$ cat src/rtl/sdram_request_arbiter.sv
// Round-robin arbiter sharing one SDRAM controller command port between NUM_PORTS requesters.
// Optional per-transaction watchdog enabled by defining SDRAM_ARB_TIMEOUT_EN.
module sdram_request_arbiter #(
  parameter int NUM_PORTS      = 4,
  parameter int ADDR_W         = 25,
  parameter int DATA_W         = 16,
  parameter int TIMEOUT_CYCLES = 64
) (
  input  logic                        activeClock,
  input  logic                        reset,
  input  logic [NUM_PORTS-1:0]        req_valid,
  input  logic [NUM_PORTS-1:0]        req_isWriting,
  input  logic [NUM_PORTS*ADDR_W-1:0] req_address,
  input  logic [NUM_PORTS*DATA_W-1:0] req_writeData,
  output logic [NUM_PORTS-1:0]        req_ready,
  output logic [NUM_PORTS-1:0]        rsp_valid,
  output logic [DATA_W-1:0]           rsp_readData,
  output logic [ADDR_W-1:0]           ctrl_address,
  output logic [DATA_W-1:0]           ctrl_inputData,
  output logic                        ctrl_isWriting,
  output logic                        ctrl_inputValid,
  input  logic [DATA_W-1:0]           ctrl_outputData,
  input  logic                        ctrl_outputValid,
  input  logic                        ctrl_isBusy,
  input  logic                        ctrl_recievedCommand,
  output logic                        timeoutError
);

  localparam int PTR_W = (NUM_PORTS > 1) ? $clog2(NUM_PORTS) : 1;

  typedef enum logic [2:0] {
    S_IDLE,
    S_ISSUE,
    S_WAIT_ACCEPT,
    S_WAIT_DONE,
    S_RESPOND
  } state_t;

  state_t             r_state;
  state_t             w_state_next;
  logic [PTR_W-1:0]   r_rr_ptr;
  logic [PTR_W-1:0]   r_port;
  logic [PTR_W-1:0]   w_sel;
  logic [PTR_W-1:0]   w_cand;
  int                 w_idx;
  logic               w_found;
  logic               w_grant;
  logic               w_timeout;
  logic               w_active;
  logic               r_acc_cnt;
  logic               r_is_wr;
  logic [ADDR_W-1:0]  r_addr;
  logic [DATA_W-1:0]  r_wdata;
  logic [DATA_W-1:0]  r_rdata;
  logic [ADDR_W-1:0]  w_addr_arr [NUM_PORTS];
  logic [DATA_W-1:0]  w_data_arr [NUM_PORTS];

  genvar gi;
  generate
    for (gi = 0; gi < NUM_PORTS; gi++) begin : g_port
      assign w_addr_arr[gi] = req_address[gi*ADDR_W +: ADDR_W];
      assign w_data_arr[gi] = req_writeData[gi*DATA_W +: DATA_W];
    end
  endgenerate

  // Scan from the port after the last winner, wrapping, so no port is served twice while others wait.
  always_comb begin
    w_found = 1'b0;
    w_sel   = '0;
    w_idx   = 0;
    w_cand  = '0;
    for (int k = 1; k <= NUM_PORTS; k++) begin
      w_idx  = (int'(r_rr_ptr) + k) % NUM_PORTS;
      w_cand = PTR_W'(w_idx);
      if (!w_found && req_valid[w_cand]) begin
        w_found = 1'b1;
        w_sel   = w_cand;
      end
    end
  end

  assign w_grant  = (r_state == S_IDLE) && w_found && !reset;
  assign w_active = (r_state == S_ISSUE) || (r_state == S_WAIT_ACCEPT) || (r_state == S_WAIT_DONE);

`ifdef SDRAM_ARB_TIMEOUT_EN
  logic [15:0] r_timer;
  logic        r_timeout_err;

  assign w_timeout    = w_active && (r_timer == 16'(TIMEOUT_CYCLES - 1));
  assign timeoutError = r_timeout_err;

  // Refresh stalls count toward the limit on purpose: a stuck refresh is also a fault.
  always_ff @(posedge activeClock) begin
    if (reset) begin
      r_timer       <= '0;
      r_timeout_err <= 1'b0;
    end else begin
      if (w_active)
        r_timer <= r_timer + 16'd1;
      else
        r_timer <= '0;
      if (w_timeout)
        r_timeout_err <= 1'b1;
    end
  end
`else
  assign w_timeout    = 1'b0;
  assign timeoutError = 1'b0;
`endif

  always_ff @(posedge activeClock) begin
    if (reset)
      r_state <= S_IDLE;
    else
      r_state <= w_state_next;
  end

  always_comb begin
    w_state_next = r_state;
    case (r_state)
      S_IDLE: begin
        if (w_grant)
          w_state_next = S_ISSUE;
      end
      S_ISSUE: begin
        if (w_timeout)
          w_state_next = S_RESPOND;
        else if (!ctrl_isBusy)
          w_state_next = ctrl_recievedCommand ? S_WAIT_DONE : S_WAIT_ACCEPT;
      end
      S_WAIT_ACCEPT: begin
        if (w_timeout)
          w_state_next = S_RESPOND;
        else if (ctrl_recievedCommand)
          w_state_next = S_WAIT_DONE;
        else if (r_acc_cnt)
          w_state_next = S_ISSUE;
      end
      S_WAIT_DONE: begin
        if (w_timeout)
          w_state_next = S_RESPOND;
        else if (r_is_wr ? !ctrl_isBusy : ctrl_outputValid)
          w_state_next = S_RESPOND;
      end
      S_RESPOND: w_state_next = S_IDLE;
      default:   w_state_next = S_IDLE;
    endcase
  end

  always_comb begin
    req_ready       = '0;
    rsp_valid       = '0;
    ctrl_inputValid = 1'b0;
    if (!reset) begin
      case (r_state)
        S_IDLE:    if (w_found) req_ready[w_sel] = 1'b1;
        S_ISSUE:   ctrl_inputValid = !ctrl_isBusy;
        S_RESPOND: rsp_valid[r_port] = 1'b1;
        default:   ;
      endcase
    end
  end

  always_ff @(posedge activeClock) begin
    if (reset) begin
      r_rr_ptr  <= PTR_W'(NUM_PORTS - 1);
      r_port    <= '0;
      r_addr    <= '0;
      r_wdata   <= '0;
      r_is_wr   <= 1'b0;
      r_rdata   <= '0;
      r_acc_cnt <= 1'b0;
    end else begin
      if (w_grant) begin
        r_rr_ptr <= w_sel;
        r_port   <= w_sel;
        r_addr   <= w_addr_arr[w_sel];
        r_wdata  <= w_data_arr[w_sel];
        r_is_wr  <= req_isWriting[w_sel];
      end
      r_acc_cnt <= (r_state == S_WAIT_ACCEPT) ? ~r_acc_cnt : 1'b0;
      if (w_timeout)
        r_rdata <= DATA_W'(16'hDEAD);
      else if ((r_state == S_WAIT_DONE) && !r_is_wr && ctrl_outputValid)
        r_rdata <= ctrl_outputData;
    end
  end

  assign rsp_readData   = r_rdata;
  assign ctrl_address   = r_addr;
  assign ctrl_inputData = r_wdata;
  assign ctrl_isWriting = r_is_wr;

endmodule

$ cat config.mk
export PLATFORM = sky130hd
export DESIGN_NAME = sdram_request_arbiter
export DESIGN_NICKNAME = d
export VERILOG_FILES = /design/src/rtl/sdram_request_arbiter.sv
export SDC_FILE = /design/constraint.sdc
export NUM_CORES = 1
export LEC_CHECK = 0
export CAP_MARGIN = 40
export CORE_UTILIZATION = 41
export CTS_BUF_LIST = sky130_fd_sc_hd__clkbuf_8
export DETAILED_ROUTE_END_ITERATION = 7
export GPL_ROUTABILITY_DRIVEN = 0
export PLACE_DENSITY = 0.92
export SYNTH_ARGS = -nofsm -noshare
export SYNTH_HDL_FRONTEND = slang
export SYNTH_SLANG_ARGS = --single-unit
$ cat constraint.sdc
create_clock -name activeClock -period 4.44 [get_ports activeClock]
set_clock_uncertainty 0.15 [all_clocks]
set_input_delay 1.332 -clock activeClock [delete_from_list [all_inputs] [get_ports activeClock]]
set_output_delay 1.332 -clock activeClock [all_outputs]
set_load 0.05 [all_outputs]
Word-level counts from Yosys, hierarchy flattened
Cells that the tools add are included.

storage, ports and cells
  register bits after elaboration = 66
  latch bits = 0
  output and inout bits = 68
  word-level logic and storage cells = 93
  memories kept = 0
  ROM bits = 0
  RAM bits = 0
  bits of input ports = 193

operators by class
  $lt $le $gt $ge = 9
  shift-type cells = 0
  reductions and logical operators = 18
  equality and inequality tests = 8
  mux-type cells = 43
  bitwise operators = 3
  $mul = 0
  add/sub/neg operators = 4
  divide/modulo/power cells = 0

operators with widths
  kind                                                        number
  binary-select mux 25 bit (select 2 bit)                     1
  two-way mux 25 bit                                          2
  binary-select mux 16 bit (select 2 bit)                     1
  two-way mux 16 bit                                          2
  two-way mux 4 bit                                           5
  less-than comparator 2 x 3 -> 1 bit, second input constant  6
  two-way mux 1 bit                                           15
  two-way mux 3 bit                                           5
  one-hot mux 3 bit (4 select lines)                          1
  binary-select mux 1 bit (select 2 bit)                      5
  logical AND 1 bit                                           9
  two-way mux 2 bit                                           4
  == test 3 x 2 -> 1 bit, second input constant               2
  logical NOT 1 bit                                           6
  inequality test 2 bit, second input constant                3
  adder 2 x 1 -> 2 bit, second input constant                 2
  adder 2 bit, second input constant                          2
  demux 1 bit (select 2 bit)                                  2
  >= comparator 2 x 1 -> 1 bit, second input constant         2
  AND reduction 4 bit                                         1
  == test 3 x 1 -> 1 bit, second input constant               1
  == test 3 bit, second input constant                        1
  >= comparator 3 bit, second input constant                  1
  logical NOT 3 bit                                           1
  other kinds (4)                                             5

Longest topological paths before layout
Gate-level depths: netlist of the first run.

  depth after elaboration = 20
  mapped depth = 8
  depth with buffers taken out = 5

Worst setup path after synthesis of the first run
No wires, ideal clock.

  path type = input -> output
  from = input port reset
  to = output port ctrl_inputValid
  path buffers = 1
  arrival = 3.062 ns
  path slack = -0.104 ns
  stages on the path = 2
  required time = 2.958 ns
  path through = clkbuf_1 -> nor4_1

between the ends
  cells in the longest elaborated chain, start to end = 1

ends and longest elaborated chain
  element             line  RTL
  start: declaration  10    input logic reset,
  two-way mux 1 bit   154   if (!reset) begin
  end: declaration    21    output logic ctrl_inputValid,

No other way between the ends.

Final worst setup path of the first run
  from = input port reset
  to = output port req_ready[2]

between the ends
  cells in the longest elaborated chain, start to end = 1

ends and longest elaborated chain
  element            line  RTL
  two-way mux 4 bit  154
  end: declaration   15    output logic [NUM_PORTS-1:0] req_ready,

No other way between the ends.

==> results of run 1 <==
[timing repair]
action                                 4_1_cts  5_1_grt
setup endpoints to repair                    4        4
buffers inserted                             0        1
pin swaps                                    0        1
endpoints found under the hold margin        0        0
gates resized for setup                      3       10
[final cells by class]
class / instances / area, sq um / share of cell area [%]
inverter: 4 / 15.0 / 0.216
sequential: 66 / 1320 / 19.0
tap: 129 / 161 / 2.32
clock inverter: 7 / 76.3 / 1.10
timing repair buffer: 277 / 2820 / 40.5
clock buffer: 9 / 124 / 1.78
multi-input combinational: 363 / 2440 / 35.0
[power by group]
group	switching, uW	internal (uW)	leakage [uW]
clock network	254	263	0.0000962
registers	50.5	672	0.000541
logic	581	448	0.00210
total	886	1380	0.00274
[worst max-delay path by stage]
stage	endpoint	slack, ns	depth (start not counted)
after floorplan	req_ready[2]	-0.01	8
after global routing	req_ready[1]	0.14	6
final	req_ready[2]	0.26	6
after global placement	req_ready[3]	-0.06	6
after CTS	req_ready[2]	-0.03	6
after detailed placement	req_ready[3]	-0.13	6
[cell usage in the layout (no fill, tap or decap), types with 6 or more instances in the layout]
| cell type | Yosys | final |
|---|---|---|
| clkdlybuf4s50_1 | 0 | 246 |
| nand2_1 | 67 | 66 |
| dfxtp_1 | 66 | 66 |
| a21boi_0 | 50 | 49 |
| and3_1 | 37 | 37 |
| mux2i_1 | 36 | 36 |
| o21ai_1 | 25 | 25 |
| a21oi_1 | 20 | 20 |
| o211ai_1 | 19 | 19 |
| buf_4 | 2 | 18 |
| o211ai_2 | 17 | 17 |
| nand3_1 | 16 | 16 |
| o21ai_0 | 15 | 15 |
| a211oi_1 | 13 | 13 |
| clkbuf_8 | 0 | 9 |
| nor2_1 | 11 | 8 |
| buf_12 | 0 | 8 |
| o31ai_1 | 6 | 6 |
[per-stage QoR]
step	hold slack (ns)	utilization, %	cell area, sq um	setup TNS (ns)	instances
final	0.307	74.2	6950	0	855
after global routing	0.326	74.2	6950	0	855
after CTS	0.308	73.8	6920	-0.0561	854
after detailed placement	0.296	71.6	6710	-0.141	838
after global placement	0.281	71.3	6690	-0.0605	836
after floorplan	0.265	-	4010	-0.0277	477
[worst max-delay path, stage by stage]
cell	delay [ns]
clkdlybuf4s50_1	0.46
nor4_2	0.23
and2_2	0.25
nand2_4	0.08
nor2_2	0.17
buf_12	0.16
[cell families after synthesis]
kind of cell | synth area share [%]
AOI/OAI and AO/OA | 31.7
buffers and inverters | 7.12
DFF | 33.0
muxes | 9.28
other | 0.0936
and+or+nand+nor | 18.8
[flip-flops by register name (all words and copies together), names as in the netlist]
name,count
r_rr_ptr,2
rsp_readData,16
r_port,2
ctrl_address,25
ctrl_inputData,16
r_acc_cnt,1
r_state,3
ctrl_isWriting,1
[per-layer routing]
metal  part of all wire (%)  up-vias
li1                       -     2218
met2                     52      186
met1                     38     2113
met3                    7.2       29
met4                    2.8        0
met5                      0        -
==> flow_metrics.py, run 1 <==
metrics = {
    "detailed_routing": {
        "via_per_inst": 5.32,
        "drtPass1Iterations": 4,
        "vias": 4546,
        "post_drt_wl_per_cell_microns": 16.5,
        "first_iter_violations": 121,
        "drt_wl_total_microns": 14100,
        "drc": 0,
        "postRouteAntennaNets": 0,
    },
    "timing": {
        "worst_pin_slew_ns": 0.666,
        "drv_slew": 0,
        "setup_viol": 0,
        "rsz0062_at_grt": "false",
        "final-hold-violation-count": 0,
        "max_slew_margin_pct": 55.6,
        "period_needed_ns": 4.18,
        "max_clock_freq_ghz": 0.239,
        "final.setup.worst_slack_ns": 0.263,
        "finalCritPeriodShare_pct": 94.1,
    },
    "critical_path": {
        "r2r-end": "ctrl_address[8]",
        "critPathMaxFanout": 4,
        "regToRegStartpoint": "r_rr_ptr[1]",
        "critPathLaunchType": "input pin",
        "reg2reg_depth": 6,
        "crit_type": "in -> out",
        "critPathLaunch": "reset",
        "arrival_ns": 2.69,
        "worst_setup_path_end_kind": "output pin",
        "regToRegSetupSlack_ns": 1.88,
        "worstPathRequired_ns": 2.96,
    },
    "place": {
        "dp_slack_ns": -0.133,
        "io_buffers": 259,
        "hpwlAfterDp_microns": 10700,
    },
    "min_path": {
        "worstHoldEndpoint": "ctrl_inputData[5]",
        "min-delay-start": "ctrl_inputData[5]",
        "hold_class": "reg -> reg",
        "holdPathStages": 2,
    },
    "synth": {
        "synth-edff-count": 0,
        "ys_ff_latch": 66,
        "synth.top_cell.area_share_pct": 33.0,
        "ys.flop_type": "dfxtp_1",
        "yosys-top-cells-area": "dfxtp_1 33%, a21boi_0 9.4%, mux2i_1 9.0%",
        "syn_inst": 477,
        "synth_common_cells": "67 x nand2_1, 66 x dfxtp_1, 50 x a21boi_0",
        "syn_nets": 670,
        "yosysWarnings": 0,
        "synthesis.area_sq_mm": 0.00401,
        "async_flop_share_pct": 0,
        "yosysMostFrequentCell": "nand2_1",
        "seq_area_frac_synth_pct": 33.0,
        "syn_area_per_cell_sq_um": 8.40,
        "ys_types": 40,
        "yosysTopAreaCell": "dfxtp_1",
    },
    "clock_tree": {
        "clockBufferDepth": 2,
        "numCtsBuffers": 9,
        "root_buffer": "clkbuf_8",
        "tritoncts": "done",
        "numClockSinks": 66,
        "clk_pin_slew_worst_paths_ns": 0.08,
        "htreeDepth": 3,
        "clock_latency_ns": 0.33,
        "hold_buffers": 0,
    },
    "grt": {
        "use_met1_pct": 29.1,
        "grt_usage_pct": 27.7,
        "global_route.usage.met3_pct": 6.93,
        "grt_most_used_layer": "met2",
        "grt_antenna_before_repair": 0,
        "gr-total-overflow": 0,
        "grt_start_max_net_pins": 73,
        "grt_pass1_vias": 4581,
        "use_met2_pct": 52.8,
        "grt_first_pass_wirelength_microns": 22000,
    },
    "final_layout": {
        "area_growth_pct": 73.6,
        "nets": 914,
        "drive_gt1_share_pct": 10.7,
        "diodes": 0,
        "filler_cell_count": 696,
    },
    "floorplanning": {
        "die_x_microns": 101,
        "core_area_sq_mm": 0.00937,
        "fp-row-count": 35,
        "fp.dieArea_sq_mm": 0.0102,
        "io_pins": 261,
        "fp.dieH_microns": 101,
        "initial_core_util_pct": 42.7,
    },
    "pwr": {
        "finalPower_uw": 2270,
        "leakage_uw": 0.00274,
        "p_per_area_mw_per_mm2": 326,
        "peakVddDrop_uv": 219,
    },
    "job": {
        "max_cap_violations": 0,
    },
    "run_status": {
        "outcome": "completed",
    },
}
Note: power is estimated with default switching activity, not from simulation.
==> run 2: changes to the inputs <==
ABC_CLOCK_PERIOD_IN_PS = 4440   (was default)
CTS_CLUSTER_DIAMETER = 80   (was default)
==> results of run 2 <==
No change in the layout: final DEF, timing and power equal those of run 1.
